$ cat src/rtl/lcd_fifo_reader.sv
// RGB-LCD timing generator and pixel FIFO consumer with SOF-based frame alignment.
// Optional colour-bar test pattern via `define LCD_TEST_PATTERN_EN (adds input test_pat).
module lcd_fifo_reader #(
  parameter int          H_ACTIVE = 800,
  parameter int          H_FP     = 40,
  parameter int          H_SYNC   = 128,
  parameter int          H_BP     = 88,
  parameter int          V_ACTIVE = 480,
  parameter int          V_FP     = 1,
  parameter int          V_SYNC   = 3,
  parameter int          V_BP     = 21,
  parameter logic        SYNC_POL = 1'b0,
  parameter logic [15:0] FILL_RGB = 16'h0000
) (
  input  logic        clk,
  input  logic        rst_n,
  input  logic [19:0] fifo_do,
  input  logic        fifo_empty,
`ifdef LCD_TEST_PATTERN_EN
  input  logic        test_pat,
`endif
  output logic        fifo_re,
  output logic        lcd_de,
  output logic        lcd_hsync,
  output logic        lcd_vsync,
  output logic [4:0]  lcd_r,
  output logic [5:0]  lcd_g,
  output logic [4:0]  lcd_b,
  output logic        in_sync,
  output logic [15:0] underflow_cnt,
  output logic [7:0]  resync_cnt
);

  localparam int H_TOTAL = H_ACTIVE + H_FP + H_SYNC + H_BP;
  localparam int V_TOTAL = V_ACTIVE + V_FP + V_SYNC + V_BP;
  localparam int HW = $clog2(H_TOTAL);
  localparam int VW = $clog2(V_TOTAL);

  localparam logic [HW-1:0] H_LAST   = HW'(H_TOTAL - 1);
  localparam logic [HW-1:0] H_ACT    = HW'(H_ACTIVE);
  localparam logic [HW-1:0] HS_START = HW'(H_ACTIVE + H_FP);
  localparam logic [HW-1:0] HS_END   = HW'(H_ACTIVE + H_FP + H_SYNC);
  localparam logic [VW-1:0] V_LAST   = VW'(V_TOTAL - 1);
  localparam logic [VW-1:0] V_ACT    = VW'(V_ACTIVE);
  localparam logic [VW-1:0] VS_START = VW'(V_ACTIVE + V_FP);
  localparam logic [VW-1:0] VS_END   = VW'(V_ACTIVE + V_FP + V_SYNC);

  // state        | meaning
  // S_RESYNC     | draining FIFO one pop at a time, hunting for a SOF word
  // S_WAIT_FRAME | SOF word parked in skid, waiting for counter (0,0)
  // S_RUN        | locked: one pop per active pixel, SOF checked at (0,0)
  typedef enum logic [1:0] {S_RESYNC, S_WAIT_FRAME, S_RUN} state_t;
  state_t state;

  logic [HW-1:0] h_cnt;
  logic [VW-1:0] v_cnt;
  logic          active0, hs0, vs0, origin0;

  logic          pop_pending;
  logic          act1, hs1, vs1, origin1, skid_src1;
  logic [15:0]   skid;
  logic          skid_valid;
  logic [15:0]   pix1;
  logic          sof1, leave_run, take_fifo;
  logic          tp;
  logic          unused_hi_bits;

  assign unused_hi_bits = ^fifo_do[19:17];

`ifdef LCD_TEST_PATTERN_EN
  localparam int BAR_W = (H_ACTIVE / 8 > 0) ? H_ACTIVE / 8 : 1;
  logic          tp1;
  logic [15:0]   pat0, pat1;
  logic [HW-1:0] bar_idx;

  assign tp      = test_pat;
  assign bar_idx = h_cnt / HW'(BAR_W);

  always_comb begin
    pat0 = 16'h0000;
    case (bar_idx)
      HW'(0): pat0 = 16'hFFFF;
      HW'(1): pat0 = 16'hFFE0;
      HW'(2): pat0 = 16'h07FF;
      HW'(3): pat0 = 16'h07E0;
      HW'(4): pat0 = 16'hF81F;
      HW'(5): pat0 = 16'hF800;
      HW'(6): pat0 = 16'h001F;
      default: pat0 = 16'h0000;
    endcase
  end
`else
  assign tp = 1'b0;
`endif

  assign active0 = (h_cnt < H_ACT) && (v_cnt < V_ACT);
  assign hs0     = (h_cnt >= HS_START) && (h_cnt < HS_END);
  assign vs0     = (v_cnt >= VS_START) && (v_cnt < VS_END);
  assign origin0 = (h_cnt == '0) && (v_cnt == '0);

  // A returned word that breaks lock also blocks the pop being issued in
  // the same cycle, so no word belonging to the new frame is lost.
  assign sof1      = fifo_do[16];
  assign leave_run = !tp && (state == S_RUN) && pop_pending && (origin1 ? !sof1 : sof1);
  assign take_fifo = (state == S_RUN) && pop_pending && !leave_run;

  always_comb begin
    fifo_re = 1'b0;
    if (rst_n && !tp) begin
      case (state)
        S_RESYNC: fifo_re = !fifo_empty && !pop_pending;
        S_RUN:    fifo_re = active0 && !fifo_empty && !leave_run;
        default:  fifo_re = 1'b0;
      endcase
    end
  end

  always_comb begin
    pix1 = FILL_RGB;
    if (skid_src1)
      pix1 = skid;
    else if (take_fifo)
      pix1 = fifo_do[15:0];
`ifdef LCD_TEST_PATTERN_EN
    if (tp1)
      pix1 = pat1;
`endif
  end

  always_ff @(posedge clk) begin
    if (!rst_n) begin
      h_cnt         <= '0;
      v_cnt         <= '0;
      state         <= S_RESYNC;
      in_sync       <= 1'b0;
      skid          <= '0;
      skid_valid    <= 1'b0;
      pop_pending   <= 1'b0;
      act1          <= 1'b0;
      hs1           <= 1'b0;
      vs1           <= 1'b0;
      origin1       <= 1'b0;
      skid_src1     <= 1'b0;
      lcd_de        <= 1'b0;
      lcd_hsync     <= ~SYNC_POL;
      lcd_vsync     <= ~SYNC_POL;
      lcd_r         <= '0;
      lcd_g         <= '0;
      lcd_b         <= '0;
      underflow_cnt <= '0;
      resync_cnt    <= '0;
`ifdef LCD_TEST_PATTERN_EN
      tp1           <= 1'b0;
      pat1          <= '0;
`endif
    end else begin
      if (h_cnt == H_LAST) begin
        h_cnt <= '0;
        v_cnt <= (v_cnt == V_LAST) ? '0 : v_cnt + 1'b1;
      end else begin
        h_cnt <= h_cnt + 1'b1;
      end

      pop_pending <= fifo_re;
      act1        <= active0;
      hs1         <= hs0;
      vs1         <= vs0;
      origin1     <= origin0;
      skid_src1   <= !tp && (state == S_WAIT_FRAME) && origin0 && skid_valid;
`ifdef LCD_TEST_PATTERN_EN
      tp1         <= tp;
      pat1        <= pat0;
`endif

      lcd_de    <= act1;
      lcd_hsync <= hs1 ? SYNC_POL : ~SYNC_POL;
      lcd_vsync <= vs1 ? SYNC_POL : ~SYNC_POL;
      if (act1) begin
        lcd_r <= pix1[15:11];
        lcd_g <= pix1[10:5];
        lcd_b <= pix1[4:0];
      end else begin
        lcd_r <= '0;
        lcd_g <= '0;
        lcd_b <= '0;
      end

      if (!tp && (state == S_RUN) && active0 && fifo_empty && (underflow_cnt != 16'hFFFF))
        underflow_cnt <= underflow_cnt + 1'b1;

      if (!tp) begin
        case (state)
          S_RESYNC: begin
            if (pop_pending && sof1) begin
              skid       <= fifo_do[15:0];
              skid_valid <= 1'b1;
              state      <= S_WAIT_FRAME;
            end
          end
          S_WAIT_FRAME: begin
            if (origin0) begin
              skid_valid <= 1'b0;
              state      <= S_RUN;
              in_sync    <= 1'b1;
            end
          end
          S_RUN: begin
            if (leave_run) begin
              in_sync <= 1'b0;
              if (resync_cnt != 8'hFF)
                resync_cnt <= resync_cnt + 1'b1;
              if (origin1) begin
                state <= S_RESYNC;
              end else begin
                skid       <= fifo_do[15:0];
                skid_valid <= 1'b1;
                state      <= S_WAIT_FRAME;
              end
            end
          end
          default: state <= S_RESYNC;
        endcase
      end
    end
  end

endmodule

$ cat config.mk
export PLATFORM = sky130hd
export DESIGN_NAME = lcd_fifo_reader
export DESIGN_NICKNAME = d
export VERILOG_FILES = /design/src/rtl/lcd_fifo_reader.sv
export SDC_FILE = /design/constraint.sdc
export NUM_CORES = 1
export LEC_CHECK = 0
export BUFFER_PORTS_ARGS = -buffer_cell sky130_fd_sc_hd__buf_2
export CAP_MARGIN = 10
export CORE_UTILIZATION = 45
export DETAILED_ROUTE_END_ITERATION = 8
export PLACE_DENSITY = 0.66
export SLEW_MARGIN = 20
export SYNTH_ARGS = -nofsm -noshare
export SYNTH_HDL_FRONTEND = slang
export SYNTH_SLANG_ARGS = --single-unit
$ cat constraint.sdc
create_clock -name clk -period 3.85 [get_ports clk]
set_input_delay 0 -clock clk [delete_from_list [all_inputs] [get_ports clk]]
set_output_delay 0 -clock clk [all_outputs]
set_load 0.02 [all_outputs]
==> impl_metrics.tcl <==
set metrics [dict create \
    critPathMaxStageDelay_ps 640 \
    die_area_sq_mm 0.00900 \
    antenna_found_initial 0 \
    drv_cap 0 \
    worst_slack_ps 1670 \
    cts_tree "done" \
    ctsResizeCount 0 \
    synthArstFlopShare_pct 0 \
    post-dp-hpwl_mm 5.61 \
    setup.worst_path.start_class "flip-flop" \
    critPathTopFamily "simple AND/OR/NAND/NOR gates" \
    final_cells 619 \
    ir_worst_vdd_mv 0.226 \
    nets 539 \
    reg2reg_from "v_cnt[0]$_SDFFE_PN0P_" \
    rsz0062_at_grt "no" \
    worstHoldStart "rst_n" \
    fin_tns_setup_ps 0 \
    yosysSeqAreaShare_pct 45.9 \
    cp.arrival_ps 2390 \
    post_cts_buffers 0 \
    finalHoldViolCount 0 \
    synth.avg_cell_area_sq_um 8.88 \
    layout-drive-gt1-share_pct 17.3 \
    crit_required_ps 4060 \
    hold_class "primary input to flip-flop" \
    vias 3474 \
    startpoint "v_cnt[0]$_SDFFE_PN0P_" \
    synthMostInstantiatedCell "dfxtp_1" \
    p_leak_uw 0.00177 \
    ioPinCount 68 \
    synth_top_flop_cell "dfxtp_1" \
    pre_cts_slack_ps 1760 \
    skew_ps 9.61 \
    ys_top_cells_by_count "89 x dfxtp_1, 64 x nand2_1, 36 x nor2_1" \
    clk_latency_ps 350 \
    cp_common_cell "nor4b_1" \
    ys_seq_elements 89 \
    syn2layout_area_growth_pct 19.9 \
    setup_viol 0 \
    synth_fp_nets 467 \
    crit_path_top_delay_cell "nor4b_1" \
    grt_overflow 0 \
    h-tree-depth 3 \
    yosysWarningCount 0 \
    row_count 33 \
    routedWlPerCell_microns 14.1 \
    route.detailed.drc 0 \
    cp-end-kind "flip-flop" \
    crit_path_cell_trace "inv_1 -> ha_1 -> nor4b_1 -> nand4_1 -> nor4b_1 -> o22ai_1" \
    clk_pin_slew_ps 90 \
    dp_cells 586 \
    utilization_pct 56.1 \
    antenna_cells 0 \
    core_area_sq_mm 0.00830 \
    fin_crit_ps 2180 \
    synth_cell_types 54 \
    io_buffer_count 64 \
    synthCells 437 \
    status "finished clean" \
    relSlewSlack_pct 26.3 \
    power.density_mw_per_mm2 387 \
    cts-root-buf "clkbuf_8" \
    cts.path.max_buffers 2 \
    synth_edf_count 0 \
    synth_area_leaders "dfxtp_1 46%, nand2_1 6.2%, a21oi_1 4.5%" \
    drt-total-wl_mm 8.72 \
    tightestPinTransition_ps 1100 \
    grt_pass1_vias 3177 \
    grt_max_degree 44 \
    place_congestion 0.791 \
    slew_violations 0 \
    critPathKind "flip-flop to flip-flop" \
    start_util_pct 46.8 \
    finalCritPeriodShare_pct 56.6 \
    clock-sinks 89 \
    yosys.area.top_type "dfxtp_1" \
    die_width_microns 94.9 \
    cp_max_fo 8 \
    dr.first_iter.drc_count 126 \
    grt_pass1_wl_mm 14.4 \
    firstDrtPassIters 4 \
    hold_buffers 17 \
    syn_area_sq_mm 0.00388 \
    drt-vias-per-instance 5.61 \
    numCtsBuffers 9 \
    yosysTopAreaCellShare_pct 45.9 \
    max_clock_freq_ghz 0.459 \
    die_h_microns 94.9 \
    critPathBufInv 1 \
    gr-usage-all-layers_pct 20.4 \
    antenna_left 0 \
]
-- cell type report --
class | instances | area [sq um]
repair buffers | 82 | 498
fillers | 747 | 3650
clock buffers | 9 | 124
inverters | 12 | 45.0
clock inverters | 7 | 118
flip-flops and latches | 89 | 1780
multi-input cells | 315 | 1960
well taps | 105 | 131
-- state kept, by name, indices dropped and copies added, names as in the netlist, 2 cells and up --
register / cells
v_cnt: 9
h_cnt: 11
lcd_r: 5
underflow_cnt: 16
lcd_b: 5
lcd_g: 6
skid: 16
state: 2
resync_cnt: 8
-- report_power, final --
part | switching, uW | internal [uW]
clock network | 334 | 432
logic | 52.2 | 36.7
registers | 11.9 | 934
total | 398 | 1400
-- cell families (layout without fill, tap and decap cells) --
| logic type | Yosys count | count (layout) | share of synthesized area, % |
|---|---|---|---|
| flops | 89 | 89 | 45.9 |
| compound gates | 85 | 85 | 14.5 |
| xor+xnor | 14 | 14 | 3.16 |
| simple gates | 201 | 201 | 28.4 |
| buf+inv | 33 | 110 | 3.68 |
| fa+ha+maj | 7 | 7 | 2.26 |
| mux | 8 | 8 | 2.06 |
-- metal layers --
layer  wire length (microns)  global-route usage [%]
met1                    4120                    26.6
met2                    4120                    33.2
met3                     361                    3.06
met4                     119                    9.09
met5                       0                       0
-- worst register-to-register path: stages, from the launching register on --
cell	delay [ps]
dfxtp_1	400
inv_1	110
ha_1	170
nor4b_1	330
nand4_1	230
nor4b_1	640
o22ai_1	170
-- per-stage QoR --
stage | hold WS [ps] | instance area [sq um] | power, uW
finish | 55.7 | 4650 | 1800
global route | 61.0 | 4650 | 1880
CTS | 46.9 | 4650 | 1820
detailed placement | 209 | 4240 | 1040
global placement | 196 | 4240 | 1040
floorplan | 78.7 | 3880 | 1010
-- cells in the final DEF (no fill, tap or decap), types with 5 or more instances in the layout --
master	count
dfxtp_1	89
nand2_1	64
buf_2	64
nor2_1	36
a21oi_1	35
dlygate4sd3_1	17
a22oi_1	16
nand4_1	13
nand3_1	13
or4_1	13
inv_1	11
o31ai_1	11
nor4_1	10
clkbuf_8	9
nor3_1	8
mux2i_1	8
xor2_1	7
xnor2_1	7
ha_1	7
and4_1	5
or3_1	5
and3_1	5
o21ai_0	5
nand2b_1	5
-- path summary, 6_finish.rpt --
check / to / slack, ps / cells past startpoint
min: lcd_hsync$_SDFF_PN1_ / 60 / 2
max reg2reg: skid_valid$_SDFFE_PN0P_ / 1670 / 6
max: skid_valid$_SDFFE_PN0P_ / 1670 / 6
min reg2reg: lcd_hsync$_SDFF_PN1_ / 370 / 1
No activity file was read; power rests on OpenSTA's default activity.
